### config.mk
export PLATFORM = sky130hd
export DESIGN_NAME = framebuffer_stream_unpacker
export DESIGN_NICKNAME = d
export VERILOG_FILES = /design/src/rtl/rrx_stream_pkg.sv /design/src/rtl/framebuffer_stream_unpacker_pixel_position_counter.sv /design/src/rtl/framebuffer_stream_unpacker.sv
export SDC_FILE = /design/constraint.sdc
export NUM_CORES = 1
export LEC_CHECK = 0
export CAP_MARGIN = 10
export CORE_ASPECT_RATIO = 1.2
export CORE_UTILIZATION = 51
export DETAILED_ROUTE_END_ITERATION = 16
export GPL_ROUTABILITY_DRIVEN = 1
export PLACE_DENSITY = 0.84
export SYNTH_ARGS = -nofsm -noshare
export SYNTH_HDL_FRONTEND = slang
export SYNTH_SLANG_ARGS = --single-unit
### constraint.sdc
create_clock -name aclk -period 3.3 [get_ports aclk]
set_input_delay 0.495 -clock aclk [delete_from_list [all_inputs] [get_ports aclk]]
set_output_delay 0.495 -clock aclk [all_outputs]
set_load 0.1 [all_outputs]
### src/rtl/rrx_stream_pkg.sv
// Shared types and helpers for the RRX framebuffer stream path.
package rrx_stream_pkg;

  typedef enum logic {
    IDLE   = 1'b0,
    STREAM = 1'b1
  } unpack_state_t;

  function automatic int pixels_per_word(input int stream_w, input int pixel_w);
    return stream_w / pixel_w;
  endfunction

endpackage

### src/rtl/framebuffer_stream_unpacker_pixel_position_counter.sv
// Raster position tracker: x/y counters plus line-end / frame-start / frame-end flags.
module pixel_position_counter #(
  parameter int X_RESOLUTION = 128,
  parameter int Y_RESOLUTION = 128
) (
  input  logic aclk,
  input  logic rst,
  input  logic advance,
  input  logic resync,
  output logic at_line_end,
  output logic at_frame_start,
  output logic at_frame_end
);

  localparam int XW = (X_RESOLUTION > 1) ? $clog2(X_RESOLUTION) : 1;
  localparam int YW = (Y_RESOLUTION > 1) ? $clog2(Y_RESOLUTION) : 1;
  localparam logic [XW-1:0] X_MAX = XW'(X_RESOLUTION - 1);
  localparam logic [YW-1:0] Y_MAX = YW'(Y_RESOLUTION - 1);

  logic [XW-1:0] x_q;
  logic [YW-1:0] y_q;

  always_ff @(posedge aclk) begin
    if (rst) begin
      x_q <= '0;
      y_q <= '0;
    end else if (advance) begin
      // A misplaced input tlast snaps the raster back to the frame origin.
      if (resync) begin
        x_q <= '0;
        y_q <= '0;
      end else if (x_q == X_MAX) begin
        x_q <= '0;
        y_q <= (y_q == Y_MAX) ? '0 : y_q + YW'(1);
      end else begin
        x_q <= x_q + XW'(1);
      end
    end
  end

  assign at_line_end    = (x_q == X_MAX);
  assign at_frame_start = (x_q == '0) && (y_q == '0);
  assign at_frame_end   = (x_q == X_MAX) && (y_q == Y_MAX);

endmodule

### src/rtl/framebuffer_stream_unpacker.sv
// Splits packed framebuffer words into one RGB565 pixel per cycle with raster markers.
module framebuffer_stream_unpacker
  import rrx_stream_pkg::*;
#(
  parameter int CMD_STREAM_WIDTH = 32,
  parameter int PIXEL_WIDTH      = 16,
  parameter int X_RESOLUTION     = 128,
  parameter int Y_RESOLUTION     = 128
) (
  input  logic                        aclk,
  input  logic                        rst,
  input  logic                        s_framebuffer_axis_tvalid,
  output logic                        s_framebuffer_axis_tready,
  input  logic                        s_framebuffer_axis_tlast,
  input  logic [CMD_STREAM_WIDTH-1:0] s_framebuffer_axis_tdata,
  output logic                        m_pixel_axis_tvalid,
  input  logic                        m_pixel_axis_tready,
  output logic [PIXEL_WIDTH-1:0]      m_pixel_axis_tdata,
  output logic                        m_pixel_axis_tlast,
  output logic                        m_pixel_axis_tuser,
  output logic                        frame_error
);

  localparam int PPW    = pixels_per_word(CMD_STREAM_WIDTH, PIXEL_WIDTH);
  localparam int SLOT_W = (PPW > 1) ? $clog2(PPW) : 1;
  localparam logic [SLOT_W-1:0] SLOT_LAST = SLOT_W'(PPW - 1);

  unpack_state_t                    state_q, state_d;
  logic [PPW-1:0][PIXEL_WIDTH-1:0]  word_p0;
  logic [SLOT_W-1:0]                slot_p0;
  logic                             last_p0;
  logic                             vld_p0;
  logic                             err_q;

  logic in_hs, out_hs, last_slot;
  logic at_line_end, at_frame_start, at_frame_end;
  logic resync, early_last, missing_last;

  assign vld_p0    = (state_q == STREAM);
  assign last_slot = (slot_p0 == SLOT_LAST);
  assign out_hs    = vld_p0 && m_pixel_axis_tready;
  // Refill is allowed in the same cycle the final slot drains, so no bubble.
  assign s_framebuffer_axis_tready = !rst && (!vld_p0 || (out_hs && last_slot));
  assign in_hs     = s_framebuffer_axis_tvalid && s_framebuffer_axis_tready;

  assign early_last   = out_hs && last_slot && last_p0 && !at_frame_end;
  assign missing_last = out_hs && at_frame_end && !last_p0;
  assign resync       = early_last;

  always_comb begin
    state_d = state_q;
    case (state_q)
      IDLE:    if (in_hs) state_d = STREAM;
      STREAM:  if (out_hs && last_slot && !in_hs) state_d = IDLE;
      default: state_d = IDLE;
    endcase
  end

  always_ff @(posedge aclk) begin
    if (rst) begin
      state_q <= IDLE;
      slot_p0 <= '0;
      last_p0 <= 1'b0;
      err_q   <= 1'b0;
    end else begin
      state_q <= state_d;
      if (in_hs) begin
        slot_p0 <= '0;
        last_p0 <= s_framebuffer_axis_tlast;
      end else if (out_hs && !last_slot) begin
        slot_p0 <= slot_p0 + SLOT_W'(1);
      end
      if (early_last || missing_last) err_q <= 1'b1;
    end
  end

  // Stage p0: captured word; data path is not reset, outputs are gated by valid.
  always_ff @(posedge aclk) begin
    if (in_hs) word_p0 <= s_framebuffer_axis_tdata;
  end

  pixel_position_counter #(
    .X_RESOLUTION(X_RESOLUTION),
    .Y_RESOLUTION(Y_RESOLUTION)
  ) u_pos (
    .aclk          (aclk),
    .rst           (rst),
    .advance       (out_hs),
    .resync        (resync),
    .at_line_end   (at_line_end),
    .at_frame_start(at_frame_start),
    .at_frame_end  (at_frame_end)
  );

  assign m_pixel_axis_tvalid = vld_p0;
  assign m_pixel_axis_tdata  = vld_p0 ? word_p0[slot_p0] : '0;
  assign m_pixel_axis_tlast  = vld_p0 && at_line_end;
  assign m_pixel_axis_tuser  = vld_p0 && at_frame_start;
  assign frame_error         = err_q;

endmodule

==> run_results.csv <==
group,metric,value,unit
outcome,status,"finished, final reports clean",
routing,finalWirelength,4000,um
synthesis,yosys_warnings,0,
synthesis,seq_area_frac_synth,62.4,%
clock_network,post_cts_resized,0,
floorplanning,coreArea,3970,sq um
sta,fin_ws,877,ps
worst_setup_path,rr_startpoint,"last_slot$_SDFFE_PP0P_",
worst_setup_path,required,2800,ps
global_route,overflow,0,
clock_network,cts-buffers-inserted,5,
pwr,powerDensity,447,nW/um^2
floorplanning,start_util,53.3,%
placed_design,portBuffers,57,
floorplanning,dieArea,4410,sq um
synthesis,synthCells,175,
worst_hold_path,min_from,"frame_error$_SDFFE_PP0P_",
routing,via_per_inst,5.23,
job,cap_violations,0,
routing,drc,0,
routing,post_drt_wl_per_cell,13.7,um
clock_network,clkTransAtPathRegs,90,ps
layout,layout-drive-gt1-share,20.9,%
global_route,grt_first_pass_wirelength,6470,um
global_route,use_met2,33.7,%
layout,final_core_util,71.9,%
sta,finalCritPeriodShare,73.4,%
sta,rsz0062_at_grt,"no",
sta,worst_pin_slew,969,ps
global_route,top_usage_layer,"met2",
placed_design,hpwl,2980,um
worst_setup_path,rr_worst_depth,5,
worst_setup_path,arrival,1930,ps
clock_network,htreeDepth,2,
layout,nNetsFinal,279,
sta,clock_skew,4.12,ps
sta,finalSetupViolations,0,
sta,period_minus_slack,2420,ps
routing,vias,1531,
layout,layout_commonest_cell,"clkdlybuf4s50_1",
layout,synthToLayoutAreaGrowth,34.9,%
global_route,grt.total_usage,20.1,%
layout,diodes,0,
worst_setup_path,path_cells,"or4_2, nor4_2, buf_12",
global_route,use_met3,6.03,%
clock_network,post_cts_buffers,0,
clock_network,clockRootBuffer,"clkbuf_8",
clock_network,clock-sinks,50,
synthesis,ys_types,39,
worst_setup_path,critPathMaxStageDelay,670,ps
floorplanning,die_w,60.8,um
worst_setup_path,crit_path_end_kind,"output pin",
placed_design,gp_congestion,0.803,
clock_network,cts_buffer_depth,2,
placed_design,dpl_worst_slack,951,ps
synthesis,synth_area,2120,sq um
clock_network,cts_tree,"yes",
worst_hold_path,hold_path.class,"reg2reg",
sta,maxSlewHeadroom,35.2,%
clock_network,clock_latency,290,ps
worst_setup_path,timing.rr.end,"last_p0$_SDFFE_PP0P_",
layout,n_fill_cell,301,
floorplanning,num_rows,25,
worst_setup_path,path_max_fanout,3,
sta,hold_viol_final,0,
routing,drt_iter0_drc,81,
global_route,grt_pass1_vias,1464,
clock_network,postCtsHoldBufs,0,
pwr,ir_worst_vdd,0.315,mV
worst_hold_path,min_to,"frame_error$_SDFFE_PP0P_",
floorplanning,io_pins,58,
worst_setup_path,startpoint_type,"flop",
sta,setup-tns-final,0,ps
synthesis,synth_largest_area_cell,"edfxtp_1",
global_route,antenna_found_initial,0,
synthesis,synth_top_area_share,45.4,%
global_route,gr-usage-met1,24.3,%
global_route,grt_max_degree,35,
synthesis,yosys-top-cells-area,"edfxtp_1 45%, dfxtp_1 17%, mux2i_1 8.0%",
pwr,leakage,0.000984,uW
sta,report.final.slew_viol_count,0,
worst_setup_path,ff2ff_setup_slack,1390,ps
routing,drtAntennaViolNets,0,
worst_hold_path,holdPathStages,2,
synthesis,synth.ff_latch_count,50,
worst_setup_path,critPathKind,"reg2out",
worst_setup_path,cpMaxStageDelayCell,"or4_2",
synthesis,synthesis.nets,216,
floorplanning,die_h,72.6,um
synthesis,postSynthAreaPerCell,12.1,sq um
layout,final_cell_mix,"38 x clkdlybuf4s50_1, 32 x edfxtp_1, 22 x buf_4",
routing,drt_pass1_iterations,4,
sta,max_freq,413,MHz
metal layers:
layer	share of wire, %	wire length [um]
met2	51	2060
met3	6.9	278
met4	1.4	58
met1	40	1600
met5	0	0
cell type report:
cell class	instances	area (sq um)	share of cell area [%]
Sequential cell	50	1320	46.3
Multi-Input combinational cell	114	791	27.7
Timing Repair Buffer	61	566	19.8
Clock buffer	6	72.6	2.54
Tap cell	54	67.6	2.37
Inverter	6	22.5	0.789
Clock inverter	2	15.0	0.526
sequential cells by signal, summed over array words and instances, names as in the netlist:
signal and flops:
last_p0 1, frame_error 1, u_pos.x_q 7, word_p0 32, u_pos.y_q 7, last_slot 1
m_pixel_axis_tvalid 1
Yosys cell counts:
| master | count |
|---|---|
| xnor2_1 | 3 |
| nand2b_1 | 1 |
| o32ai_1 | 1 |
| a21boi_0 | 1 |
| clkinv_1 | 1 |
| o311ai_0 | 1 |
| o31ai_1 | 1 |
| a21oi_1 | 5 |
| or4_1 | 1 |
| nor4_1 | 4 |
| or4_2 | 1 |
| nand3_1 | 5 |
| nor3_1 | 7 |
| or3_2 | 3 |
| o21a_1 | 1 |
| edfxtp_1 | 32 |
| and2_1 | 2 |
| o22a_1 | 1 |
| mux2_2 | 1 |
| o31ai_2 | 1 |
| nand4b_1 | 1 |
| o21bai_1 | 1 |
| mux2i_1 | 17 |
| ha_1 | 4 |
| inv_1 | 5 |
| nor2_1 | 27 |
| nand2_1 | 9 |
| nand4_4 | 1 |
| dfxtp_1 | 18 |
| xor2_1 | 2 |
| nand4_1 | 3 |
| a21o_1 | 1 |
| o31a_1 | 1 |
| or3_1 | 1 |
| nor2b_1 | 1 |
| o21ai_0 | 4 |
| a211oi_1 | 1 |
| clkbuf_1 | 3 |
| buf_2 | 2 |
critical path, delay by kind of cell (launching register included):
kind | cells | cell delay [ps]
buffers and inverters | 1 | 230
DFF | 1 | 350
and+or+nand+nor | 2 | 1050
logic make-up after synthesis:
family / count (synthesis) / share of synthesized area [%]
adders and majority gates: 4 / 2.36
muxes: 18 / 8.57
buffers and inverters: 11 / 2.07
and+or+nand+nor: 67 / 16.0
DFF: 50 / 62.4
xor gates and xnor gates: 5 / 2.07
AOI/OAI and AO/OA: 20 / 6.50
where the power goes:
group          switching (uW)  internal (uW)
clock network             190            149
logic                     157           82.6
registers                10.1            687
total                     357            919
worst max path at each step:
stage,startpoint,end,cells past startpoint
floorplan,m_pixel_axis_tvalid$_SDFF_PP0_,m_pixel_axis_tuser,4
global placement,m_pixel_axis_tready,last_p0$_SDFFE_PP0P_,6
detailed placement,m_pixel_axis_tready,last_p0$_SDFFE_PP0P_,6
CTS,u_pos.x_q[6]$_SDFFE_PP0N_,m_pixel_axis_tuser,3
global route,u_pos.x_q[6]$_SDFFE_PP0N_,m_pixel_axis_tuser,3
finish,u_pos.x_q[6]$_SDFFE_PP0N_,m_pixel_axis_tuser,3
stage by stage:
stage	power (uW)	cell area, sq um	cells	hold WS [ps]
after floorplan	866	2160	175	474
after global placement	948	2770	285	465
after detailed placement	953	2770	285	479
after CTS	1290	2860	293	502
after global routing	1320	2860	293	530
final	1280	2860	293	499
(Power assumes the default switching activity.)
==> edit 1: new RTL, same flow settings <==
`X_RESOLUTION` is set to 128 in 2 places; all go to 64.
--- a/src/rtl/framebuffer_stream_unpacker_pixel_position_counter.sv
+++ b/src/rtl/framebuffer_stream_unpacker_pixel_position_counter.sv
@@ -1,6 +1,6 @@
 // Raster position tracker: x/y counters plus line-end / frame-start / frame-end flags.
 module pixel_position_counter #(
-  parameter int X_RESOLUTION = 128,
+  parameter int X_RESOLUTION = 64,
   parameter int Y_RESOLUTION = 128
 ) (
   input  logic aclk,
--- a/src/rtl/framebuffer_stream_unpacker.sv
+++ b/src/rtl/framebuffer_stream_unpacker.sv
@@ -4,7 +4,7 @@
 #(
   parameter int CMD_STREAM_WIDTH = 32,
   parameter int PIXEL_WIDTH      = 16,
-  parameter int X_RESOLUTION     = 128,
+  parameter int X_RESOLUTION     = 64,
   parameter int Y_RESOLUTION     = 128
 ) (
   input  logic                        aclk,
Function: same outputs for any inputs over 10 cycles, from zero or initial values and one cycle with rst high; that may be too few to reach the edited logic, so the function may still have changed.
==> edit 1 against the original RTL <==
First-iteration DRC count unchanged. Final area rose by 1.7%. Worst setup slack improved by 0.00078 ns. Critical path type unchanged. Global-route usage increased by 0.31 points. Clock power increased by 8.5%. Sequential cell count shrank 1. Critical endpoint unchanged. Wire length increased by 1.6%. Power is 1.0% higher. Synthesized cell count is 4.0% higher. Non-clock buffer count up 1. Area after synthesis is 2.5% higher. Via count up 3.4%.
==> edit 1: results (changes against the original RTL) <==
Power
  • Leak: 1.02 nW (was 0.984 nW)
  • Power Internal: 0.932 mW (was 0.919 mW)
  • Clk pwr share: 28.6% (was 26.6%)
  • Sequential power share: 53.3% (was 54.6%)
  • Psw: 0.357 mW (about the same)
  • Max VDD drop: 0.000355 V (was 0.000315 V)

Finish
  • Fillers: 291 (was 301)
  • #MultiIn Comb: 119 (was 114)
  • Biggest regs: word_p0 (32), u_pos.y_q (7), u_pos.x_q (6) (was word_p0 (32), u_pos.x_q (7), u_pos.y_q (7))
  • Plain + repair buffers: 62 (was 61)
  • Fin area: 0.00290 mm^2 (was 0.00286 mm^2)
  • Multi-input logic area: 850 um^2 (was 791 um^2)
  • Sequential Area: 0.00130 mm^2 (was 0.00132 mm^2)
  • Nets: 285 (was 279)
  • Nonclk inv count: 7 (was 6)
  • Buffering overhead: 19.2% (was 19.8%)
  • Clk cell area share: 3.45% (was 3.07%)

GRT
  • Pin count of the biggest net entering global routing: 21 (was 35)
  • Gr usage total: 20.4% (was 20.1%)
  • First-pass GRT wire length: 6690 um (was 6470 um)
  • Vias in the first global route: 1,512 (was 1,464)

STA
  • Worst-case clock skew: 0.00424 ns (was 0.00412 ns)

Placement
  • DP Area: 0.00280 mm^2 (was 0.00277 mm^2)
  • DPL Wire Length: 3020 um (was 2980 um)
  • DP Worst Slack: 0.931 ns (was 0.951 ns)

Setup path
  • Slowest-stage cell, CP: dfxtp_1 (was or4_2)
  • R2R setup slack: 1.21 ns (was 1.39 ns)
  • Worst setup path startpoint: m_pixel_axis_tvalid$_SDFF_PP0_ (was u_pos.x_q[6]$_SDFFE_PP0N_)
  • R2R Path End: word_p0[8]$_DFFE_PP_ (was last_p0$_SDFFE_PP0P_)

Synthesis
  • Post-Synth XOR/XNOR Area: 2.02% (was 2.07%)
  • Synth top area cells: edfxtp_1 (44%), dfxtp_1 (16%), mux2i_1 (7.8%), nor2b_1 (5.2%), nor2_1 (2.4%) (was edfxtp_1 (45%), dfxtp_1 (17%), mux2i_1 (8.0%), nor2_1 (4.8%), ha_1 (2.4%))
  • Seq/Total Area, Yosys: 59.9% (was 62.4%)
  • Mapped Nets: 223 (was 216)
  • Multiplexer share of the synthesized area: 8.36% (was 8.57%)
  • Area share of fa/ha/maj cells after synthesis: 2.31% (was 2.36%)

Clock tree
  • Clock sinks: 49 (was 50)

Drt
  • DR WL/cell: 13.6 um (was 13.7 um)
  • Number of vias in the routed layout: 1,583 (was 1,531)

Outcome
  • Outcome: finished clean (unchanged)

Floorplanning
  • Die area: 0.00452 mm^2 (was 0.00441 mm^2)

Worst hold path
  • Worst Min Path Start: u_pos.y_q[0]$_SDFFE_PP0P_ (was frame_error$_SDFFE_PP0P_)
-- edit 1: worst max-delay path: cells and delay by family, from the launching register on --
kind	cells	cell delay, ns
buffers and inverters	1	0.32
and+or+nand+nor	3	0.66
DFF	1	0.66
-- edit 1: per-layer routing --
| metal | global-route usage [%] | part of all wire, % |
|---|---|---|
| met5 | 0 | 0 |
| met4 | 5.19 | 1.1 |
| met3 | 6.34 | 5.3 |
| met2 | 34.1 | 52 |
| met1 | 25.4 | 42 |
-- edit 1: worst max path at each step --
stage | slack, ns | endpoint | cells after the start
detailed placement | 0.93 | word_p0[22]$_DFFE_PP_ | 5
CTS | 0.88 | m_pixel_axis_tuser | 4
global placement | 0.97 | word_p0[28]$_DFFE_PP_ | 5
floorplan | 0.03 | last_p0$_SDFFE_PP0P_ | 4
global route | 0.77 | m_pixel_axis_tuser | 4
finish | 0.88 | m_pixel_axis_tuser | 4
==> edit 2: new RTL, config.mk and constraints unchanged <==
Made on the original files. Register the output `frame_error` once more, without a reset; this adds one clock of latency there. The other outputs are not delayed to match.
--- a/src/rtl/framebuffer_stream_unpacker.sv
+++ b/src/rtl/framebuffer_stream_unpacker.sv
@@ -96,7 +96,9 @@
   assign m_pixel_axis_tdata  = vld_p0 ? word_p0[slot_p0] : '0;
   assign m_pixel_axis_tlast  = vld_p0 && at_line_end;
   assign m_pixel_axis_tuser  = vld_p0 && at_frame_start;
-  assign frame_error         = err_q;
+  always_ff @(posedge aclk) begin
+    frame_error <= err_q;
+  end
 
 endmodule
 
Formal check against the unedited RTL: not equivalent (Yosys sat finds a counterexample within 4 cycles, from zero or initial values and one cycle with rst high).
==> edit 2 against the original RTL <==
Wire length rose by 4.9%. Largest power group unchanged. Final area grew 2.3%. Largest cell class unchanged. Via count grew 2.3%. Worst setup slack gained 0.024 ns. Sequential cell count increased by 1. Synthesized cell count is 0.57% higher. Power up 14%. Area after synthesis up 0.95%.
==> edit 2: results (changes against the original RTL) <==
Power
  • Psw: 0.371 mW (was 0.357 mW)
  • Clk pwr share: 34.7% (was 26.6%)
  • Leak: 1.02 nW (was 0.984 nW)
  • Clock group: 0.505 mW (was 0.340 mW)
  • Max VDD drop: 0.000419 V (was 0.000315 V)
  • Comb power frac: 16.6% (was 18.8%)

STA
  • Hold Slack: 0.360 ns (was 0.499 ns)

Worst hold path
  • WHS Endpoint: frame_error$_DFF_P_ (was frame_error$_SDFFE_PP0P_)
  • Worst Min Path Start: err_q$_SDFFE_PP0P_ (was frame_error$_SDFFE_PP0P_)
  • Hold path depth: 0 (was 2)

Setup path
  • Critical R2R Launch: u_pos.x_q[0]$_SDFFE_PP0N_ (was last_slot$_SDFFE_PP0P_)
  • Critical path arrival: 1.90 ns (was 1.93 ns)

Placement
  • Placed insts: 286 (was 285)
  • DPL Wire Length: 2890 um (was 2980 um)
  • GP Congestion: 0.809 (was 0.803)
  • DP Worst Slack: 1.07 ns (was 0.951 ns)

Outcome
  • Outcome: finished clean (unchanged)

Synthesis
  • Seq/Total Area, Yosys: 62.8% (was 62.4%)
  • Syn Area/Cell: 12.1 um^2 (about the same)
  • Synth top area cells: edfxtp_1 (45%), dfxtp_1 (18%), mux2i_1 (8.0%), nor2_1 (4.7%), ha_1 (2.3%) (was edfxtp_1 (45%), dfxtp_1 (17%), mux2i_1 (8.0%), nor2_1 (4.8%), ha_1 (2.4%))
  • Mapped Nets: 217 (was 216)
  • Top post-synthesis cells by count: edfxtp_1 (32), nor2_1 (27), dfxtp_1 (19) (was edfxtp_1 (32), nor2_1 (27), dfxtp_1 (18))

GRT
  • Pin count of the biggest net entering global routing: 31 (was 35)
  • Gr usage total: 21.4% (was 20.1%)

Drt
  • Total wire length: 4200 um (was 4000 um)
  • DR WL/cell: 14.3 um (was 13.7 um)

Finish
  • Syn-to-layout area delta: 36.7% (was 34.9%)
  • Nets: 280 (was 279)
  • Fraction of layout cells with a size suffix above 1: 21.7% (was 20.9%)
  • Fillers: 289 (was 301)
-- edit 2: kinds of logic (layout without fill, tap and decap cells) --
| group | Yosys count | count (layout) | synth area share [%] |
|---|---|---|---|
| AOI/OAI and AO/OA | 20 | 20 | 6.44 |
| xor gates and xnor gates | 5 | 5 | 2.05 |
| adders and majority gates | 4 | 4 | 2.34 |
| buffers and inverters | 11 | 75 | 2.05 |
| DFF | 51 | 51 | 62.8 |
| muxes | 18 | 18 | 8.49 |
| and+or+nand+nor | 67 | 67 | 15.9 |
-- edit 2: layout make-up --
class | instances | area share [%]
Timing Repair Buffer | 61 | 19.3
Tap cell | 54 | 2.31
Multi-Input combinational cell | 114 | 27.1
Clock buffer | 5 | 2.36
Clock inverter | 3 | 2.31
Sequential cell | 51 | 45.9
Inverter | 6 | 0.771
-- edit 2: per-layer routing --
metal,global-route usage (%),vias up,share of wire [%]
li1,-,766,-
met1,24.5,750,41
met2,35.3,43,52
met3,6.21,7,4.8
met4,11.6,0,2.5
met5,0,-,0
